==> src/rtl/uart_pkg.sv <==
// Shared definitions for the memory-mapped UART transmitter: register offsets,
// STATUS bit positions, TX state encoding and the sub-word write merge.
package uart_pkg;

   localparam logic [1:0] OFF_TXDATA  = 2'd0;
   localparam logic [1:0] OFF_STATUS  = 2'd1;
   localparam logic [1:0] OFF_BAUDDIV = 2'd2;
   localparam logic [1:0] OFF_CTRL    = 2'd3;

   localparam int STAT_FULL  = 0;
   localparam int STAT_EMPTY = 1;
   localparam int STAT_BUSY  = 2;
   localparam int STAT_OVF   = 3;

   typedef enum logic [1:0] {IDLE, START, DATA, STOP} tx_state_e;
   typedef logic [2:0] bit_idx_t;

   // Byte/half accesses replace only the low lane(s); anything else is a full word.
   function automatic logic [31:0] apply_strb(input logic [31:0] cur,
                                              input logic [31:0] wdata,
                                              input logic [2:0]  size);
      case (size)
         3'b000:  apply_strb = {cur[31:8], wdata[7:0]};
         3'b001:  apply_strb = {cur[31:16], wdata[15:0]};
         default: apply_strb = wdata;
      endcase
   endfunction

endpackage

==> src/rtl/sync_fifo.sv <==
// Single-clock FIFO with first-word-fall-through read and wrap-bit pointers.
// Pushes into a full FIFO and pops from an empty one are ignored.
module sync_fifo #(
   parameter int WIDTH = 8,
   parameter int DEPTH = 4
) (
   input  logic                     clk_sys,
   input  logic                     rst_b,
   input  logic                     push,
   input  logic [WIDTH-1:0]         wdata,
   input  logic                     pop,
   output logic [WIDTH-1:0]         rdata,
   output logic                     full,
   output logic                     empty,
   output logic [$clog2(DEPTH):0]   count
);

   localparam int AW = $clog2(DEPTH);
   localparam logic [AW:0] FULL_XOR = (AW+1)'(DEPTH);

   logic [WIDTH-1:0] mem [DEPTH];
   logic [AW:0]      wr_ptr;
   logic [AW:0]      rd_ptr;
   logic             push_ok;
   logic             pop_ok;

   assign full    = (wr_ptr ^ rd_ptr) == FULL_XOR;
   assign empty   = wr_ptr == rd_ptr;
   assign count   = wr_ptr - rd_ptr;
   assign push_ok = push & ~full;
   assign pop_ok  = pop & ~empty;
   assign rdata   = mem[rd_ptr[AW-1:0]];

   always_ff @(posedge clk_sys or negedge rst_b) begin
      if (!rst_b) begin
         wr_ptr <= '0;
         rd_ptr <= '0;
      end else begin
         if (push_ok) wr_ptr <= wr_ptr + 1'b1;
         if (pop_ok)  rd_ptr <= rd_ptr + 1'b1;
      end
   end

   always_ff @(posedge clk_sys) begin
      if (push_ok) mem[wr_ptr[AW-1:0]] <= wdata;
   end

endmodule

==> src/rtl/uart_tx_periph.sv <==
// Bus-attached 8N1 UART transmitter: register window decode, TX FIFO,
// per-state baud down-counter and LSB-first shift-out.
//
//   state | meaning
//   IDLE  | line high, waiting for tx_en and a queued byte
//   START | start bit (line low) for one baud period
//   DATA  | data bit bit_idx of shreg, LSB first
//   STOP  | stop bit (line high); may chain straight into START
module uart_tx_periph
   import uart_pkg::*;
#(
   parameter logic [31:0] BASE_ADDR   = 32'h1000_2000,
   parameter int          FIFO_DEPTH  = 4,
   parameter logic [15:0] DEFAULT_DIV = 16'd868
) (
   input  logic        clk,
   input  logic        reset,
   input  logic        busWe,
   input  logic [31:0] busAddr,
   input  logic [31:0] busWData,
   input  logic [2:0]  strb,
   output logic [31:0] rdata,
   output logic        tx,
   output logic        irq_txempty
);

   localparam int CW = $clog2(FIFO_DEPTH) + 1;

   logic            sel;
   logic [1:0]      off;
   logic            wr_en;
   logic            push;
   logic            pop;
   logic [7:0]      fifo_rdata;
   logic            fifo_full;
   logic            fifo_empty;
   logic [CW-1:0]   fifo_count;
   logic [15:0]     baud_div;
   logic [15:0]     div_m1;
   logic            tx_en;
   logic            ovf;
   logic            busy;
   logic [3:0]      status;
   logic            unused_addr;

   tx_state_e state, state_nxt;
   logic [15:0] baud_cnt, baud_cnt_nxt;
   bit_idx_t    bit_idx, bit_idx_nxt;
   logic [7:0]  shreg, shreg_nxt;

   assign sel         = busAddr[31:4] == BASE_ADDR[31:4];
   assign off         = busAddr[3:2];
   assign wr_en       = sel & busWe;
   assign push        = wr_en & (off == OFF_TXDATA);
   assign unused_addr = ^busAddr[1:0];

   sync_fifo #(.WIDTH(8), .DEPTH(FIFO_DEPTH)) u_fifo (
      .clk_sys (clk),
      .rst_b   (reset),
      .push    (push),
      .wdata   (busWData[7:0]),
      .pop     (pop),
      .rdata   (fifo_rdata),
      .full    (fifo_full),
      .empty   (fifo_empty),
      .count   (fifo_count)
   );

   always_ff @(posedge clk or negedge reset) begin
      if (!reset) begin
         baud_div <= DEFAULT_DIV;
         tx_en    <= 1'b0;
         ovf      <= 1'b0;
      end else begin
         if (wr_en && off == OFF_BAUDDIV)
            baud_div <= 16'(apply_strb({16'b0, baud_div}, busWData, strb));
         if (wr_en && off == OFF_CTRL)
            tx_en <= busWData[0];
         // A dropped push and a clear in the same cycle leave the flag set.
         if (push && fifo_count == CW'(FIFO_DEPTH))
            ovf <= 1'b1;
         else if (wr_en && off == OFF_STATUS && busWData[STAT_OVF])
            ovf <= 1'b0;
      end
   end

   assign busy        = state != IDLE;
   assign irq_txempty = fifo_empty & ~busy;
   assign status      = {ovf, busy, fifo_empty, fifo_full};

   always_comb begin
      rdata = '0;
      if (sel) begin
         case (off)
            OFF_STATUS:  rdata = {28'b0, status};
            OFF_BAUDDIV: rdata = {16'b0, baud_div};
            OFF_CTRL:    rdata = {31'b0, tx_en};
            default:     rdata = '0;
         endcase
      end
   end

   // Counter is loaded with period-1 on every state/bit entry, so a zero divisor acts as one.
   assign div_m1 = (baud_div == 16'd0) ? 16'd0 : baud_div - 16'd1;

   always_ff @(posedge clk or negedge reset) begin
      if (!reset) begin
         state    <= IDLE;
         baud_cnt <= '0;
         bit_idx  <= '0;
         shreg    <= '0;
      end else begin
         state    <= state_nxt;
         baud_cnt <= baud_cnt_nxt;
         bit_idx  <= bit_idx_nxt;
         shreg    <= shreg_nxt;
      end
   end

   always_comb begin
      state_nxt    = state;
      baud_cnt_nxt = baud_cnt;
      bit_idx_nxt  = bit_idx;
      shreg_nxt    = shreg;
      pop          = 1'b0;
      case (state)
         IDLE: begin
            if (tx_en && !fifo_empty) begin
               pop          = 1'b1;
               shreg_nxt    = fifo_rdata;
               state_nxt    = START;
               baud_cnt_nxt = div_m1;
            end
         end
         START: begin
            if (baud_cnt == 16'd0) begin
               state_nxt    = DATA;
               bit_idx_nxt  = '0;
               baud_cnt_nxt = div_m1;
            end else begin
               baud_cnt_nxt = baud_cnt - 16'd1;
            end
         end
         DATA: begin
            if (baud_cnt == 16'd0) begin
               baud_cnt_nxt = div_m1;
               if (bit_idx == 3'd7) state_nxt = STOP;
               else                 bit_idx_nxt = bit_idx + 3'd1;
            end else begin
               baud_cnt_nxt = baud_cnt - 16'd1;
            end
         end
         STOP: begin
            if (baud_cnt == 16'd0) begin
               if (tx_en && !fifo_empty) begin
                  pop          = 1'b1;
                  shreg_nxt    = fifo_rdata;
                  state_nxt    = START;
                  baud_cnt_nxt = div_m1;
               end else begin
                  state_nxt = IDLE;
               end
            end else begin
               baud_cnt_nxt = baud_cnt - 16'd1;
            end
         end
         default: state_nxt = IDLE;
      endcase
   end

   assign tx = (state == START) ? 1'b0 :
               (state == DATA)  ? shreg[bit_idx] : 1'b1;

endmodule

==> config.mk <==
export PLATFORM = sky130hd
export DESIGN_NAME = uart_tx_periph
export DESIGN_NICKNAME = d
export VERILOG_FILES = /design/src/rtl/uart_pkg.sv /design/src/rtl/sync_fifo.sv /design/src/rtl/uart_tx_periph.sv
export SDC_FILE = /design/constraint.sdc
export NUM_CORES = 1
export LEC_CHECK = 0
export BUFFER_PORTS_ARGS = -buffer_cell sky130_fd_sc_hd__buf_4
export CELL_PAD_IN_SITES_DETAIL_PLACEMENT = 1
export CELL_PAD_IN_SITES_GLOBAL_PLACEMENT = 2
export CORE_MARGIN = 3
export CORE_UTILIZATION = 31
export CTS_CLUSTER_SIZE = 10
export DETAILED_ROUTE_END_ITERATION = 8
export PLACE_DENSITY_LB_ADDON = 0.1
export SLEW_MARGIN = 20
export SYNTH_ARGS = -nofsm -noshare
export SYNTH_HDL_FRONTEND = slang
export SYNTH_HIERARCHICAL = 1
export SYNTH_SLANG_ARGS = --single-unit
==> constraint.sdc <==
create_clock -name clk -period 3.06 [get_ports clk]
set_clock_uncertainty 0.1 [all_clocks]
set_input_delay 0.765 -clock clk [delete_from_list [all_inputs] [get_ports clk]]
set_output_delay 0.765 -clock clk [all_outputs]
set_load 0.05 [all_outputs]
* After elaboration in Yosys (flattened, before gate mapping)
Memories as Yosys holds them, arrays and structs flattened. Index checks and enable logic that the tools add are counted.
Storage, ports and cells: input port bits 70, logic and storage cells 100, memory bits (writable) 32, register bits after elaboration 53, output and inout bits 34, memories kept 1
Memories:
- u_fifo.mem | words 4, width 8, read ports 1, clocked after memory_dff 0, write ports 1, line sync_fifo.sv:21 | logic [WIDTH-1:0] mem [DEPTH];
Cells by class: reductions and logical operators 21, equal/unequal tests 18, add/subtract/negate cells 6, magnitude comparators 1, mux-type cells 33, bitwise operators 10
Operators by type and width (number):
- $pmux 16 s3 | 2
- $mux 16 | 5
- $logic_not 16->1 | 2
- $pmux 16 s2 | 1
- $sub 16x1->16 const B | 2
- $eq 28x25->1 const B | 1
- $mux 8 | 2
- $pmux 8 s2 | 1
- $ne 2x2->1 const B | 6
- $mux 1 | 10
- $mux 2 | 5
- $add 3x1->3 const B | 3
- $eq 3x3->1 const B | 3
- $mux 3 | 3
- $eq 2x2->1 const B | 4
- $pmux 2 s4 | 1
- $reduce_bool 2->1 | 4
- $logic_and 1x1->1 | 6
- $pmux 3 s2 | 1
- $and 1x1->1 | 5
- $reduce_and 5->1 | 1
- $eq 2x1->1 const B | 2
- $logic_not 2->1 | 2
- $lt 3x4->1 const B | 1
- 12 further kinds | 16

* Longest topological paths before layout
Gate-level depths: netlist of run 1.
depth in word-level cells 7, mapped depth 12, gate-level depth less buffers 10

* By module
Netlist of run 1, hierarchy kept.
Modules (own cells, without submodules):
- uart_tx_periph | sequential area each 1182.4 um^2, instances 1, area each 3478.3 um^2, cells an instance 409
- sync_fifo | sequential area each 1111.1 um^2, instances 1, area each 1612.8 um^2, cells an instance 86

* Worst setup path before layout of run 1
No wires, ideal clock.
path type input port to output port, start input port busAddr[12], end output port rdata[5], stages on the path 4, data required time 2.195 ns, arrival 2.538 ns, path slack -0.343 ns, path buffers 0, cell sequence nor4b_1 and4_1 nand4_1 nor3_1
On the way: cells in the longest elaborated chain, start to end 2
RTL lines:
- start: declaration | line uart_tx_periph.sv:19 | input logic [31:0] busAddr,
- $eq 28x25->1 | line uart_tx_periph.sv:51 | assign sel = busAddr[31:4] == BASE_ADDR[31:4];
- $mux 16 | line uart_tx_periph.sv:93 | if (sel) begin
- end: declaration | line uart_tx_periph.sv:22 | output logic [31:0] rdata,
No other way between the ends.

* Worst setup path in the final report of run 1
start input port busAddr[6], end output port rdata[7]
The elaborated chain is that of the path after synthesis.

==> results of run 1 <==
stage by stage:
stage	total power (uW)	instances	setup slack [ps]
after floorplan	1270	510	-343
after global placement	1330	792	-96.2
after detailed placement	1330	792	-141
after CTS	2510	808	-1.13
after global routing	2570	808	-21.8
final	2480	808	105
flip-flops by register name, indices dropped and copies added, names as in the netlist:
signal         count
u_fifo/wr_ptr      3
bit_idx            3
state              2
shreg              8
u_fifo/rd_ptr      3
baud_cnt          16
u_fifo/mem        32
ovf                1
tx_en              1
baud_div          16
critical path: cells and delay by family:
| family | cells | cell delay [ps] |
|---|---|---|
| simple gates | 5 | 900 |
| buf+inv | 3 | 420 |
power groups by stage:
stage	logic (uW)	registers (uW)	clock network, uW
2_1_floorplan	66.2	1210	0
3_3_place_gp	127	1200	0
3_5_place_dp	128	1200	0
4_1_cts	129	1180	1190
5_1_grt	143	1180	1250
6_report	133	1180	1160
placed cells by master, fill, tap and decap left out, types with 5 or more instances in the layout:
master     count
and3_1         5
inv_1         21
o21ai_0       31
and2_2        10
nor3_1        16
dfstp_2        5
nor2_1        33
o31ai_1        5
a21oi_1       27
or4_1          5
ha_1          16
buf_6          8
mux4_2        10
nand3_1        5
conb_1        16
mux2_2        26
xor2_1         6
clkbuf_16      9
buf_8          7
nand2b_1       5
buf_4         84
nand2_1       38
nor2_4         5
nor4_1        10
a22o_1         7
nor2b_1        5
dfrtp_1       48
nand4_1        5
xnor2_1        6
or3_1          6
or2_2          5
edfxtp_1      32
worst paths after layout:
path | from | end | slack [ps] | cells after the start
max | busAddr[6] | rdata[7] | 110 | 8
min | reset | bit_idx[1]$_DFFE_PN0P_ | 370 | 1
max reg2reg | baud_cnt[0]$_DFF_PN0_ | u_fifo/rd_ptr[1]$_DFFE_PN0P_ | 240 | 11
min reg2reg | shreg[0]$_DFFE_PN0P_ | shreg[0]$_DFFE_PN0P_ | 400 | 1
max in group asynchronous | reset | u_fifo/wr_ptr[2]$_DFFE_PN0P_ | 1990 | 1
min in group clk | shreg[0]$_DFFE_PN0P_ | shreg[0]$_DFFE_PN0P_ | 400 | 1
kinds of logic (layout without fill, tap and decap cells):
family                     Yosys count  after routing
xor gates and xnor gates            13             13
and+or+nand+nor                    170            170
AOI/OAI and AO/OA                  109            109
adders and majority gates           17             17
muxes                               42             42
other                                1             16
DFF                                 85             85
buffers and inverters               58            140
timing repair:
action                                 CTS  global route
setup endpoints to repair               14            17
resized for setup                        5            35
pin swaps                                1             3
endpoints found under the hold margin    0             0
layout make-up:
class	instances	area (sq um)	area share (%)
Clock inverter	6	70.1	1.07
Multi-Input combinational cell	367	2680	41.0
Clock buffer	10	239	3.66
Timing Repair Buffer	103	906	13.9
Sequential cell	85	2290	35.1
Inverter	21	78.8	1.21
Tap cell	216	270	4.13
per-layer routing:
| metal | vias to the layer above | track usage [%] | part of all wire [%] | wire (um) |
|---|---|---|---|---|
| met5 | - | 0 | 0 | 0 |
| met4 | 0 | 5.60 | 1.6 | 246 |
| met3 | 14 | 3.60 | 4.7 | 717 |
| met2 | 97 | 28.2 | 48 | 7280 |
| met1 | 2133 | 23.7 | 45 | 6870 |
| li1 | 1983 | - | - | - |
==> reports/results.tsv, run 1 <==
stage	metric	value	unit
floorplan	core-area	16000	sq um
drt	detail_route.drc_violations	0	
setup_path	cp_cell_sequence	buf_4 -> nor4_4 -> and4_1 -> nand4_1 -> nor2_1 -> buf_4 -> and2_2 -> buf_8	
synth	syn_avg_cell_area	10.3	sq um
layout	drive_above_1_share	32.9	%
layout	fillCellCount	1842	
synth	gate_count_of_the_mapped_netlist	495	
layout	final_core_util	40.9	%
floorplan	die-area	18000	sq um
clock_network	post_cts_setup_buffer_count	0	
setup_path	crit_arrival	2090	ps
drt	detail_route.iter0.violations	298	
clock_network	clk_root_buffer_cell	clkbuf_16	
min_path	hp-class	primary input to async pin	
synth	synthMuxAreaShare	11.6	%
setup_path	criticalPathCategory	primary input to primary output	
floorplan	dieHeight	134	um
setup_path	worst_ep_required_time	2190	ps
synth	yosysUniqueCellTypes	65	
synth	synthDominantAreaCellType	dfrtp_1	
timing	rsz0062_at_grt	true	
synth	combinational_family_with_the_most_area_after_synthesis	simple AND/OR/NAND/NOR gates	
layout	diodes	0	
floorplan	fp-row-count	46	
synth	post_synthesis_sequential_element_count	85	
drt	route.final.wire_length	15.1	mm
setup_path	critical_path.endpoint_type	primary output	
setup_path	most_frequent_cell_on_the_critical_path	buf_4	
layout	layout-area-overhead-vs-synth	28.4	%
global_route	first_pass_grt_wire_length	24.3	mm
global_route	first_global_vias	4499	
synth	synth-warning-count	6	
synth	synth_fa_ha_area_share	4.33	%
run	maxCapViolCount	0	
synth	synth-edff-count	32	
clock_network	cts_tree	yes	
pwr	power.ir.vdd_worst	0.250	mV
pwr	switching_share	23.6	%
synth	synth-main-ff-cell	dfrtp_1	
setup_path	worst-path-max-fanout	10	
floorplan	die_x	134	um
run_status	status	complete, no violations	
synth	post_synth_most_frequent_cells	48 x dfrtp_1, 38 x nand2_1, 38 x nor2_1	
setup_path	worst_setup_path_start_kind	primary input	
synth	post_synth_design_cell_area	5090	sq um
timing	maxSlewViolCount	0	
place	place_hpwl	11.4	mm
timing	timing.final.hold_violations	0	
pwr	cellPowerDensity	379	nW/um^2
setup_path	timing.critical_path.slowest_stage_cell	nor4_4	
global_route	grt_overflow	0	
synth	synth_compound_gate_area_share	13.7	%
floorplan	ioPinCount	104	
timing	worst_hold_slack	372	ps
timing	timing.setup.tns	0	ps
timing	tightestPinTransition	748	ps
setup_path	max_stage_delay	260	ps
clock_network	maximum_count_of_clock_buffers_along_a_single_path	2	
layout	final_nets	674	
clock_network	h-tree-depth	3	
pwr	share_seq_of_total_power	47.8	%
drt	route.detailed.wl_per_inst	18.7	um
place	placement.cell_area	6060	sq um
drt	antenna_left	0	
timing	max-slew-margin-rel	50.2	%
layout	final_area	6540	sq um
global_route	grt_antenna_before_repair	0	
drt	vias_per_cell	5.23	
place	gp_congestion	0.795	
pwr	static-leakage-power	0.00282	uW
place	buffer_ports.inserted	69	
pwr	clkPwrFrac	46.9	%
drt	routed-via-count	4227	
synth	synth.top_cell.area_share	23.6	%
timing	fin_crit	2950	ps
pwr	p_comb_share	5.4	%
synth	synth_seq_area_share	45.0	%
synth	asyncSetResetFlopFracSynth	62.4	%
clock_network	cts_made_buffers	9	
synth	yosysMostFrequentCell	dfrtp_1	
drt	detailedRoute.firstPassIterationCount	6	
timing	final_min_period_over_clock_period	96.6	%
synth	synth.area.top_cells	dfrtp_1 24%, edfxtp_1 19%, mux2_2 5.8%	
timing	maxClockFrequency	0.338	GHz
global_route	grt_start_max_net_pins	54	
clock_network	clk_transition_reported_paths	70	ps
clock_network	tritoncts_num_sinks	85	
clock_network	cts_hold_buffers	0	
timing	finalSetupViolations	0	
floorplan	initial_core_util	31.8	%
pwr	net-switching-power	583	uW
pwr	p_int	1890	uW
global_route	globalRouteTotalUtil	17.5	%
synth	post_synth_and_or_nand_nor_area_fraction	17.4	%
clock_network	clkLatencyLatePin	360	ps
synth	synthesized_area_fraction_occupied_by_xor_and_xnor_cells	2.38	%
No activity file was read; power rests on OpenSTA's default activity.
==> run 2: changes to the inputs <==
--- a/config.mk
+++ b/config.mk
@@ -9,7 +9,7 @@
 export CELL_PAD_IN_SITES_DETAIL_PLACEMENT = 1
 export CELL_PAD_IN_SITES_GLOBAL_PLACEMENT = 2
 export CORE_MARGIN = 3
-export CORE_UTILIZATION = 31
+export CORE_UTILIZATION = 28
 export CTS_CLUSTER_SIZE = 10
 export DETAILED_ROUTE_END_ITERATION = 8
 export PLACE_DENSITY_LB_ADDON = 0.1
==> reports/results.tsv, run 2 (synthesized netlist as in run 1, its figures left out) <==
stage	metric	value	unit	change
layout	diodes	0		unchanged
timing	timing.setup.tns	0	ps	unchanged
place	placed_cells	797		+0.63%
drt	route.detailed.wl_per_inst	18.6	um	-0.43%
global_route	grt_start_max_net_pins	54		unchanged
layout	multi_input_area	2670	sq um	-0.56%
setup_path	worst_setup_path_start_kind	primary input		
floorplan	fp-row-count	48		+4.3%
timing	fin_crit	2940	ps	-12.1 ps
clock_network	cts_made_buffers	9		unchanged
layout	drive_above_1_share	32.4	%	-0.57 points
min_path	hp-class	primary input to async pin		
timing	maxSlewViolCount	0		unchanged
timing	rsz0062_at_grt	true		
floorplan	die-area	19800	sq um	+10%
global_route	first_global_vias	4448		-1.1%
setup_path	r2r_slack	190	ps	-50 ps
place	gp_congestion	0.784		-1.4%
place	buffer_ports.inserted	69		unchanged
global_route	globalRouteTotalUtil	15.7	%	-1.8 points
run_status	status	complete, no violations		
run	maxCapViolCount	0		unchanged
floorplan	core-area	17500	sq um	+9.6%
timing	final_min_period_over_clock_period	96.2	%	-0.39 points
drt	detailedRoute.firstPassIterationCount	4		-2
layout	final_nets	672		-0.30%
timing	timing.final.hold_violations	0		unchanged
pwr	cellPowerDensity	368	nW/um^2	-2.7%
drt	route.final.wire_length	15.2	mm	+0.44%
setup_path	criticalPathCategory	primary input to primary output		
clock_network	clk_transition_reported_paths	60	ps	about the same
global_route	first_pass_grt_wire_length	24.4	mm	+0.68%
global_route	grt_antenna_before_repair	0		unchanged
setup_path	reg2reg_to	u_fifo/rd_ptr[1]$_DFFE_PN0P_		
clock_network	maximum_count_of_clock_buffers_along_a_single_path	2		unchanged
timing	max-slew-margin-rel	49.1	%	-1.1 points
layout	layout_commonest_cell	buf_4		
drt	vias_per_cell	5.08		-2.9%
layout	fillCellCount	1980		+7.5%
setup_path	crit_arrival	2080	ps	about the same
global_route	grt_overflow	0		unchanged
place	place_hpwl	11.2	mm	-1.0%
clock_network	clk_root_buffer_cell	clkbuf_16		
layout	final_cell_mix	82 x buf_4, 48 x dfrtp_1, 38 x nand2_1		
floorplan	dieHeight	141	um	+5.0%
clock_network	clkLatencyLatePin	350	ps	about the same
setup_path	rr_startpoint	baud_cnt[0]$_DFF_PN0_		
setup_path	worst-path-max-fanout	10		unchanged
layout	area.sequential	2290	sq um	unchanged
layout	layout-area-overhead-vs-synth	27.3	%	
timing	finalSetupViolations	0		unchanged
setup_path	worst_ep_required_time	2190	ps	about the same
floorplan	ioPinCount	104		unchanged
clock_network	cts_tree	yes		
drt	detail_route.drc_violations	0		unchanged
drt	routed-via-count	4142		-2.0%
drt	detail_route.iter0.violations	184		-38%
drt	antenna_left	0		unchanged
floorplan	die_x	141	um	+5.0%
clock_network	h-tree-depth	3		unchanged
setup_path	setup.worst_path.start	busAddr[12]		
pwr	power.ir.vdd_worst	0.313	mV	+25%
setup_path	critical_path.endpoint	rdata[11]		
setup_path	rr_worst_depth	11		unchanged
layout	fin_cells	815		+0.87%
timing	maxClockFrequency	0.340	GHz	+0.41%
timing	tightestPinTransition	764	ps	+16.5 ps
clock_network	tritoncts_num_sinks	85		unchanged
floorplan	initial_core_util	29.0	%	-2.8 points
pwr	static-leakage-power	0.00280	uW	-0.74%
timing	worst_hold_slack	391	ps	+19.6 ps
layout	largest_reg_flops	32		unchanged
setup_path	critical_path.endpoint_type	primary output		
[run 2: worst max-delay path: stages]
cell	delay [ps]
buf_4	110
nor4b_1	260
and4_1	230
nand4_1	100
nor2_1	110
buf_4	170
and2_2	170
buf_6	160
[run 2: what timing repair did]
item                       CTS  global route
setup endpoints to repair    3            16
pin swaps                    0             1
buffers inserted             0             2
resized for setup            3            32
hold buffers                 0             0
cloned                       0             0
[run 2: how the worst min path moves through the flow]
stage                    startpoint                     end  slack [ps]  cells past startpoint
6_report                      reset  bit_idx[0]$_DFFE_PN0P_         390                      1
5_1_grt        shreg[4]$_DFFE_PN0P_    shreg[4]$_DFFE_PN0P_         430                      1
4_1_cts        shreg[3]$_DFFE_PN0P_    shreg[3]$_DFFE_PN0P_         410                      1
3_5_place_dp   shreg[2]$_DFFE_PN0P_    shreg[2]$_DFFE_PN0P_         390                      1
3_3_place_gp   shreg[5]$_DFFE_PN0P_    shreg[5]$_DFFE_PN0P_         380                      1
2_1_floorplan                 reset   baud_cnt[0]$_DFF_PN0_         370                      0
[run 2: area by class of cell]
| type | count | share of cell area (%) |
|---|---|---|
| multi-input cells | 367 | 41.1 |
| flip-flops and latches | 85 | 35.4 |
| repair buffers | 101 | 13.6 |
| well taps | 225 | 4.35 |
| clock buffers | 9 | 3.48 |
| inverters | 21 | 1.22 |
| clock inverters | 7 | 0.850 |
[run 2: layer usage]
| layer | GRT usage [%] | vias up | share of wire, % |
|---|---|---|---|
| met1 | 21.2 | 2047 | 48 |
| li1 | - | 1974 | - |
| met4 | 6.02 | 0 | 2.2 |
| met5 | 0 | - | 0 |
| met3 | 2.68 | 18 | 3.9 |
| met2 | 25.2 | 103 | 46 |
[run 2: metrics by stage]
step	power (uW)	setup slack, ps	area [sq um]	utilization, %
floorplan	1270	-343	5160	-
global placement	1330	-68.8	6040	34.4
detailed placement	1330	-72.2	6040	34.4
CTS	2420	31.6	6330	36.1
global route	2480	-16.6	6480	36.9
finish	2390	117	6480	36.9
[run 2: power breakdown]
part           switching (uW)  internal, uW  leakage, uW
registers           0.0000152          1180      0.00100
logic                    85.7          46.9      0.00165
clock network             508           564     0.000141
total                     594          1790      0.00280
==> run 3: changes to the inputs <==
--- a/config.mk
+++ b/config.mk
@@ -8,11 +8,12 @@
 export BUFFER_PORTS_ARGS = -buffer_cell sky130_fd_sc_hd__buf_4
 export CELL_PAD_IN_SITES_DETAIL_PLACEMENT = 1
 export CELL_PAD_IN_SITES_GLOBAL_PLACEMENT = 2
-export CORE_MARGIN = 3
+export CORE_MARGIN = 2
 export CORE_UTILIZATION = 28
 export CTS_CLUSTER_SIZE = 10
 export DETAILED_ROUTE_END_ITERATION = 8
 export PLACE_DENSITY_LB_ADDON = 0.1
+export REMOVE_ABC_BUFFERS = 1
 export SLEW_MARGIN = 20
 export SYNTH_ARGS = -nofsm -noshare
 export SYNTH_HDL_FRONTEND = slang
==> reports/results.tsv, run 3 (synthesized netlist as in run 1, its figures left out) <==
stage	metric	value	unit	change
pwr	static-leakage-power	0.00281	uW	+0.52%
setup_path	worst_ep_required_time	2190	ps	about the same
layout	area.sequential	2290	sq um	unchanged
timing	rsz0062_at_grt	true		
drt	detail_route.iter0.violations	185		+0.54%
drt	route.detailed.wl_per_inst	18.5	um	-0.87%
setup_path	rr_worst_depth	8		-3
setup_path	critPathTopFamily	simple AND/OR/NAND/NOR gates		
timing	maxClockFrequency	0.334	GHz	-1.8%
timing	finalSetupViolations	0		unchanged
run_status	status	complete, no violations		
drt	vias_per_cell	5.07		-0.30%
min_path	hp-class	primary input to async pin		
layout	multi_input_area	2660	sq um	about the same
drt	routed-via-count	4160		+0.43%
run	maxCapViolCount	0		unchanged
setup_path	reg2reg_to	baud_cnt[7]$_DFF_PN0_		
floorplan	core-area	17900	sq um	+2.1%
pwr	cellPowerDensity	378	nW/um^2	+2.7%
drt	antenna_left	0		unchanged
clock_network	cts_hold_buffers	0		unchanged
timing	fin_crit	3000	ps	+54.6 ps
clock_network	clk_root_buffer_cell	clkbuf_16		
place	place_hpwl	11.3	mm	+0.94%
clock_network	clkLatencyLatePin	350	ps	about the same
clock_network	tritoncts_num_sinks	85		unchanged
global_route	first_pass_grt_wire_length	24.8	mm	+1.4%
pwr	power.ir.vdd_worst	0.241	mV	-23%
place	post-place-ws	-86.7	ps	-14.5 ps
layout	final_nets	674		+0.30%
setup_path	most_frequent_cell_on_the_critical_path	buf_4		
timing	maxSlewViolCount	0		unchanged
layout	drive_above_1_share	31.4	%	-0.95 points
drt	route.final.wire_length	15.2	mm	-0.14%
clock_network	h-tree-depth	3		unchanged
floorplan	die-area	19300	sq um	-2.8%
layout	layout_commonest_cell	buf_4		
timing	max-slew-margin-rel	47.7	%	-1.3 points
setup_path	criticalPathCategory	primary input to primary output		
timing	tightestPinTransition	784	ps	+19.7 ps
setup_path	critical_path.endpoint_type	primary output		
setup_path	worst_setup_path_start_kind	primary input		
global_route	grt_overflow	0		unchanged
global_route	globalRouteTotalUtil	16.4	%	+0.70 points
timing	timing.final.hold_violations	0		unchanged
drt	detailedRoute.firstPassIterationCount	4		unchanged
timing	final_min_period_over_clock_period	98.0	%	+1.8 points
timing	timing.final.ws_setup	62.5	ps	-54.6 ps
layout	largest_reg_flops	32		unchanged
place	placement.cell_area	6030	sq um	-0.12%
floorplan	ioPinCount	104		unchanged
drt	detail_route.drc_violations	0		unchanged
floorplan	dieHeight	139	um	-1.4%
layout	diodes	0		unchanged
setup_path	r2r_slack	220	ps	+30 ps
clock_network	maximum_count_of_clock_buffers_along_a_single_path	2		unchanged
floorplan	fp-row-count	49		+2.1%
setup_path	timing.critical_path.slowest_stage_cell	nor4_4		
setup_path	max_stage_delay	260	ps	about the same
layout	layout-area-overhead-vs-synth	27.7	%	
global_route	grt_start_max_net_pins	54		unchanged
clock_network	cts_made_buffers	9		unchanged
clock_network	clk_transition_reported_paths	70	ps	about the same
setup_path	crit_arrival	2130	ps	+50 ps
setup_path	cp_num_buf_inv	3		unchanged
place	gp_congestion	0.775		-1.2%
clock_network	cts_tree	yes		
global_route	first_global_vias	4461		+0.29%
layout	final_cell_mix	82 x buf_4, 48 x dfrtp_1, 38 x nand2_1		
floorplan	die_x	139	um	-1.4%
setup_path	cp_cell_sequence	buf_4 -> nor4_4 -> and4_1 -> nand4_1 -> nor2_2 -> buf_4 -> and2_1 -> buf_6		
layout	fillCellCount	2052		+3.6%
place	buffer_ports.inserted	69		unchanged
global_route	grt_antenna_before_repair	0		unchanged
setup_path	rr_startpoint	baud_cnt[0]$_DFF_PN0_		
setup_path	worst-path-max-fanout	5		-5
layout	final_area	6500	sq um	+0.33%
floorplan	initial_core_util	28.4	%	-0.59 points
## run 3: changes by cell type in the layout (fill, tap and decap cells not counted), sizes merged
cell | before | now
clkinv | 2 | 1
clkinvlp | 0 | 1
inv | 26 | 24
clkbuf | 9 | 10
buf | 101 | 103
bufinv | 0 | 1
## run 3: layout make-up
cell class,count,share of cell area (%)
multi-input cells,367,41.0
clock inverters,6,1.06
clock buffers,10,3.52
repair buffers,103,13.6
well taps,229,4.41
inverters,21,1.21
flip-flops and latches,85,35.3
## run 3: power breakdown
part           switching, uW  total, uW  leakage, uW  internal, uW
clock                    502       1140     0.000144           641
combinational           86.2        133      0.00167          46.9
sequential         0.0000139       1180      0.00100          1180
## run 3: timing repair
| action | in CTS | in global routing |
|---|---|---|
| pin swaps | 2 | 2 |
| gates cloned | 1 | 0 |
| setup buffers | 2 | 1 |
| endpoints found under the setup margin | 11 | 17 |
| resized for setup | 16 | 18 |
## run 3: layer usage
| metal | track usage [%] | up-vias | part of all wire (%) |
|---|---|---|---|
| li1 | - | 1985 | - |
| met1 | 22.6 | 2075 | 47 |
| met2 | 26.3 | 86 | 47 |
| met3 | 2.28 | 14 | 3.5 |
| met4 | 6.06 | 0 | 1.8 |
| met5 | 0 | - | 0 |
## run 3: worst max path at each step
| stage | startpoint | endpoint | slack (ps) | depth (start not counted) |
|---|---|---|---|---|
| after floorplan | baud_cnt[0]$_DFF_PN0_ | shreg[0]$_DFFE_PN0P_ | -620 | 6 |
| after global placement | busAddr[6] | rdata[7] | -30 | 8 |
| after detailed placement | busAddr[6] | rdata[7] | -90 | 8 |
| after CTS | busAddr[6] | rdata[11] | 0.6 | 8 |
| after global routing | busAddr[5] | rdata[6] | -9 | 8 |
| final | busAddr[6] | rdata[6] | 60 | 8 |
## run 3: worst reg2reg max path, delay by kind of cell (launching register included)
kind / cells / cell delay [ps]
simple gates: 5 / 1730
flops: 1 / 400
buf+inv: 2 / 320
fa+ha+maj: 1 / 220
## run 3: through the flow
stage / std cells / hold slack [ps] / power (uW) / setup TNS [ps] / utilization (%)
after CTS: 820 / 421 / 2490 / 0 / 35.9
final: 821 / 399 / 2460 / 0 / 36.3
after global routing: 821 / 442 / 2540 / -22.9 / 36.3
after detailed placement: 801 / 401 / 1330 / -832 / 33.7
after global placement: 801 / 387 / 1330 / -116 / 33.7
after floorplan: 473 / 369 / 1260 / -13880 / -
